[src/rtl/pulse_index_decoder.sv]
`timescale 1ns/1ps
// pulse_index_decoder
// Accepts a binary line index and drives the matching one-hot output line for
// HOLD cycles. It then forces GAP idle cycles and signals completion with a
// one-cycle done pulse. Out-of-range indices set a sticky err flag instead.
//
// Ports:
//   clk      - rising-edge clock
//   rst      - asynchronous active-high reset
//   in_valid - request strobe; in_idx is valid
//   in_idx   - binary index of the line to pulse (IW bits)
//   in_ready - high in IDLE; a request is accepted on in_valid & in_ready
//   err_clr  - synchronous clear of err (a new error on the same edge wins)
//   w        - one-hot output, all zeros when not driving
//   busy     - high whenever not IDLE
//   done     - one-cycle pulse on the first IDLE cycle after a pulse sequence
//   err      - sticky out-of-range flag
module pulse_index_decoder #(
  parameter int unsigned N    = 4,
  parameter int unsigned HOLD = 2,
  parameter int unsigned GAP  = 1
) (
  input  logic                 clk,
  input  logic                 rst,
  input  logic                 in_valid,
  input  logic [$clog2(N)-1:0] in_idx,
  output logic                 in_ready,
  input  logic                 err_clr,
  output logic [N-1:0]         w,
  output logic                 busy,
  output logic                 done,
  output logic                 err
);

  localparam int unsigned IW        = $clog2(N);
  localparam int unsigned XW        = IW + 1;
  localparam int unsigned HW        = (HOLD > 1) ? $clog2(HOLD) : 1;
  localparam int unsigned GW        = (GAP > 1) ? $clog2(GAP) : 1;
  localparam int unsigned HOLD_LOAD = HOLD - 1;
  localparam int unsigned GAP_LOAD  = (GAP > 0) ? GAP - 1 : 0;

  typedef enum logic [1:0] {S_IDLE, S_DRIVE, S_GAP} state_t;

  state_t          r_state, w_nxt_state;
  logic [IW-1:0]   r_idx, w_nxt_idx;
  logic [HW-1:0]   r_hold, w_nxt_hold;
  logic [GW-1:0]   r_gap, w_nxt_gap;
  logic            r_done, w_nxt_done;
  logic            r_err, w_nxt_err;
  logic            w_accept;
  logic            w_oor;

  // One extra bit so the range check stays meaningful when N is a power of two
  assign w_oor    = {1'b0, in_idx} >= XW'(N);
  assign w_accept = in_valid && (r_state == S_IDLE);

  // State and datapath registers
  always_ff @(posedge clk or posedge rst) begin
    if (rst) begin
      r_state <= S_IDLE;
      r_idx   <= '0;
      r_hold  <= '0;
      r_gap   <= '0;
      r_done  <= 1'b0;
      r_err   <= 1'b0;
    end else begin
      r_state <= w_nxt_state;
      r_idx   <= w_nxt_idx;
      r_hold  <= w_nxt_hold;
      r_gap   <= w_nxt_gap;
      r_done  <= w_nxt_done;
      r_err   <= w_nxt_err;
    end
  end

  // Next-state, counter and flag logic
  always_comb begin
    w_nxt_state = r_state;
    w_nxt_idx   = r_idx;
    w_nxt_hold  = r_hold;
    w_nxt_gap   = r_gap;
    w_nxt_done  = 1'b0;
    w_nxt_err   = r_err;

    // Set takes priority over clear
    if (err_clr) w_nxt_err = 1'b0;
    if (w_accept && w_oor) w_nxt_err = 1'b1;

    case (r_state)
      S_IDLE: begin
        if (w_accept && !w_oor) begin
          w_nxt_idx   = in_idx;
          w_nxt_hold  = HW'(HOLD_LOAD);
          w_nxt_state = S_DRIVE;
        end
      end
      S_DRIVE: begin
        if (r_hold == '0) begin
          if (GAP > 0) begin
            w_nxt_gap   = GW'(GAP_LOAD);
            w_nxt_state = S_GAP;
          end else begin
            w_nxt_state = S_IDLE;
            w_nxt_done  = 1'b1;
          end
        end else begin
          w_nxt_hold = r_hold - HW'(1);
        end
      end
      S_GAP: begin
        if (r_gap == '0) begin
          w_nxt_state = S_IDLE;
          w_nxt_done  = 1'b1;
        end else begin
          w_nxt_gap = r_gap - GW'(1);
        end
      end
      default: w_nxt_state = S_IDLE;
    endcase
  end

  // State-derived outputs; reset clears them without waiting for an edge
  assign in_ready = (r_state == S_IDLE);
  assign busy     = (r_state != S_IDLE);
  assign w        = (r_state == S_DRIVE) ? (N'(1) << r_idx) : '0;
  assign done     = r_done;
  assign err      = r_err;

endmodule

[config.mk]
export PLATFORM = sky130hd
export DESIGN_NAME = pulse_index_decoder
export DESIGN_NICKNAME = d
export VERILOG_FILES = /design/src/rtl/pulse_index_decoder.sv
export SDC_FILE = /design/constraint.sdc
export NUM_CORES = 1
export LEC_CHECK = 0
export ABC_AREA = 1
export ABC_CLOCK_PERIOD_IN_PS = 1430
export BUFFER_PORTS_ARGS = -buffer_cell sky130_fd_sc_hd__buf_2
export CORE_AREA = 2 2 39 41
export DETAILED_ROUTE_END_ITERATION = 7
export DIE_AREA = 0 0 41 43
export PLACE_DENSITY_LB_ADDON = 0.1
export SLEW_MARGIN = 0
export SYNTH_ARGS = -nofsm -noshare
export SYNTH_HDL_FRONTEND = slang
export SYNTH_SLANG_ARGS = --single-unit
[constraint.sdc]
create_clock -name clk -period 1.43 [get_ports clk]
set_input_delay 0.286 -clock clk [delete_from_list [all_inputs] [get_ports clk]]
set_output_delay 0.286 -clock clk [all_outputs]
set_load 0.02 [all_outputs]
* Yosys cells after proc, flatten, opt, wreduce, memory -nomap -nowiden
Index checks and enable logic that the tools add are counted.
** Operators by class
- Add/sub/neg operators :: 2
- Equal/unequal tests :: 5
- Shift operators :: 1
- Multiplexer cells :: 13
- Reductions and logical operators :: 9
** Operators by type and width (count)
- 1-bit two-way mux :: 6
- 2-bit two-way mux :: 3
- 2-bit one-hot mux with 3 select lines :: 1
- 2-bit AND reduction :: 3
- 2-bit nonzero test :: 3
- 4-bit two-way mux :: 1
- 2-bit inequality test, second input constant :: 2
- 1-bit one-hot mux with 2 select lines :: 2
- 1-bit by 2-bit << shifter with 4-bit output, first input constant :: 1
- 3-bit AND reduction :: 1
- 2-bit by 1-bit == test with 1-bit output, second input constant :: 1
- 2-bit == test, second input constant :: 1
- 2-bit zero test :: 1
- 2-bit by 1-bit inequality test with 1-bit output, second input constant :: 1
- 1-bit subtractor, second input constant :: 2
- 1-bit logical AND :: 1
** Word-level totals
- Bits in registers :: 7
- Input bits :: 6
- Output and inout port bits :: 8
- Logic and storage cells :: 35

* Depth between registers and ports, before layout
- Depth in word-level cells :: 4
- Depth in mapped cells :: 4
- Mapped depth without buffers :: 4

* Worst setup path after synthesis
No wires, ideal clock.
- Path type :: register to output
- Start :: register r_state[1]
- End :: output w[0]
- Data arrival time :: 1.034 ns
- Setup slack :: 0.110 ns
- Cell stages (with the launch flop) :: 4
- Path buffers :: 0
- Cell sequence :: dfrtp_1 > inv_1 > nand2_2 > nor3_1
** On the way
- Longest elaborated chain between the ends :: 2
** Ends and longest elaborated chain
- from (decl) :: RTL line 44 : state_t r_state, w_nxt_state;
- from (signal assigned) :: RTL line 67 : r_state <= w_nxt_state;
- 2-bit by 1-bit == test with 1-bit output :: RTL line 125 : assign w = (r_state == S_DRIVE) ? (N'(1) << r_idx) : '0;
- 4-bit two-way mux :: RTL line 125
- to (decl) :: RTL line 29 : output logic [N-1:0] w,
Every way passes these cells.

* Worst setup path after layout
- Start :: register r_state[1]
- End :: output w[1]
Same word-level chain as after synthesis.

==> impl_metrics.env <==
export IMPL_dr_wl_met3_um=58
export IMPL_yosys_top_cells_area="dfrtp_1, nand2_1, nor3_1"
export IMPL_dominantRegCellSynth="dfrtp_1"
export IMPL_fin_hold_ws_ns=0.268
export IMPL_top_layer="met4"
export IMPL_dp_hpwl_um=428
export IMPL_syn_to_final_growth_pct=56.0
export IMPL_yosysMostFrequentCell="nand2_1"
export IMPL_io_buffers=11
export IMPL_grt_start_max_net_pins=7
export IMPL_ir_drop_mv=0.903
export IMPL_finalCriticalPeriod_ns=1.40
export IMPL_clockBufferDepth=2
export IMPL_synth_distinct_cells=10
export IMPL_async_flop_share_pct=100
export IMPL_cap_violations=0
export IMPL_leakage_nw=0.230
export IMPL_required_ns=1.14
export IMPL_initial_core_util_pct=19.7
export IMPL_power_density_nw_per_um2=2520
export IMPL_drive_above_1_share_pct=54.2
export IMPL_synth_top_area_share_pct=55.0
export IMPL_postSynthCellCount=32
export IMPL_cts_max_level=1
export IMPL_setup_violations=0
export IMPL_yosysTopAreaCell="dfrtp_1"
export IMPL_first_iter_violations=3
export IMPL_worstPathMaxFanout=6
export IMPL_cts_buffers=3
export IMPL_hold_path_class="in2reg"
export IMPL_slew_viol_final=0
export IMPL_hold_viol_final=0
export IMPL_fp_row_count=14
export IMPL_gp_congestion=0.730
export IMPL_ys_ff_latch=6
export IMPL_gr_total_overflow=0
export IMPL_nets=56
export IMPL_core_area_sq_um=1380
export IMPL_period_share_pct=97.8
export IMPL_antenna_found_initial=0
export IMPL_skew_ns=0.000155
export IMPL_routed_wl_um=635
export IMPL_grt_pass1_wl_mm=1.00
export IMPL_cts_tree="yes"
export IMPL_track_usage_pct=9.63
export IMPL_critical_path_endpoint_type="primary output"
export IMPL_dp_cells=58
export IMPL_clock_fmax_ghz=0.715
export IMPL_layoutNonFillerInstCount=64
export IMPL_synthTopCellsByCount="nand2_1, dfrtp_1, inv_1"
export IMPL_worstSetupPathType="reg2out"
export IMPL_utilization_pct=30.7
export IMPL_synth_edf_count=0
export IMPL_clock_sinks=6
export IMPL_die_height_um=43
export IMPL_synth_avg_cell_area_sq_um=8.52
export IMPL_yosys_warnings=0
export IMPL_syn_cell_area_sq_um=273
export IMPL_drc=0
export IMPL_syn_num_nets=38
export IMPL_viasPerCell=3.92
export IMPL_vias=251
export IMPL_ys_seq_area_share_pct=55.0
export IMPL_rsz0062_at_grt="true"
export IMPL_cp_start_kind="register"
export IMPL_ant_nets=0
export IMPL_path_clk_slew_ns=0.04
export IMPL_diodes=0
export IMPL_routed_wl_met2_um=291
export IMPL_crit_arrival_ns=1.11
export IMPL_power_w=0.00107
export IMPL_drt_met1_wl_um=266
export IMPL_first_pass_iters=2
export IMPL_insertion_delay_ns=0.25
export IMPL_cts_root_buf="clkbuf_4"
export IMPL_grt_pass1_vias=220
export IMPL_routedWlPerCell_um=9.92
export IMPL_status="finished, final reports clean"
export IMPL_die_x_um=41
export IMPL_dieArea_sq_um=1760
export IMPL_ios=14
[state kept, by name, summed over array words and instances, names as in the netlist]
register	count
r_idx	2
done	1
r_state	2
r_hold	1
[layout by cell type (no fill, tap or decap)]
| master | instances |
|---|---|
| nand2_2 | 1 |
| nor2_4 | 1 |
| nor2_1 | 2 |
| conb_1 | 1 |
| buf_6 | 1 |
| dlygate4sd3_1 | 1 |
| nand3_1 | 3 |
| nor3_1 | 1 |
| buf_2 | 6 |
| clkbuf_4 | 3 |
| inv_1 | 2 |
| dfrtp_2 | 1 |
| dfrtp_1 | 5 |
| nand2_1 | 7 |
| inv_2 | 3 |
| buf_4 | 6 |
| nor3_2 | 3 |
| nand2_4 | 1 |
[logic make-up after synthesis]
kind of cell,count (synthesis),share of synthesized area [%]
buffers and inverters,6,9.63
AND/OR/NAND/NOR,19,33.9
other,1,1.37
flip-flops,6,55.0
[area by class of cell]
cell class                      instances  area, sq um
Multi-Input combinational cell         20          116
Inverter                                5         18.8
Sequential cell                         6          151
Clock buffer                            3         22.5
Tap cell                               16         20.0
Fill cell                             149          958
Timing Repair Buffer                   14         96.3
[worst max-delay path, stage by stage, from the launching register on]
cell     delay (ns)
dfrtp_1        0.38
inv_2          0.09
nand2_4        0.08
nor3_1         0.12
buf_2          0.19
[worst paths after layout]
path / cells after the start / startpoint / slack [ns] / to
max in group asynchronous: 3 / rst / 0.73 / r_state[0]
min reg2reg: 1 / r_hold / 0.46 / r_state[1]
max: 4 / r_state[1] / 0.03 / w[1]
min: 3 / in_idx[1] / 0.27 / r_idx[1]
max reg2reg: 6 / r_state[1] / 0.33 / r_idx[1]
min in group asynchronous: 3 / rst / 0.49 / r_idx[0]
[timing repair]
| item | 4_1_cts | 5_1_grt |
|---|---|---|
| endpoints found under the hold margin | 6 | 0 |
| hold buffers | 1 | 0 |
| gates resized for setup | 2 | 12 |
| endpoints found under the setup margin | 4 | 6 |
| setup buffers | 1 | 1 |
| pin swaps | 0 | 1 |
[metal layers]
layer | track usage [%] | vias up
met4 | 6.00 | 0
met1 | 10.3 | 107
met2 | 12.5 | 9
met5 | 0 | -
li1 | - | 130
met3 | 7.85 | 5
[power by group]
part	switching, W	internal, W
Clock	0.0000661	0.0000953
Sequential	0.0000882	0.000252
Combinational	0.000331	0.000238
[stage by stage]
stage | instance area, sq um | setup TNS (ns) | worst slack, ns
detailed placement | 340 | 0 | 0.223
global placement | 340 | 0 | 0.244
finish | 425 | 0 | 0.0319
CTS | 382 | 0 | 0.00869
global route | 425 | -0.0446 | -0.0202
floorplan | 273 | 0 | 0.110
Power figures use the tool's default switching activity.
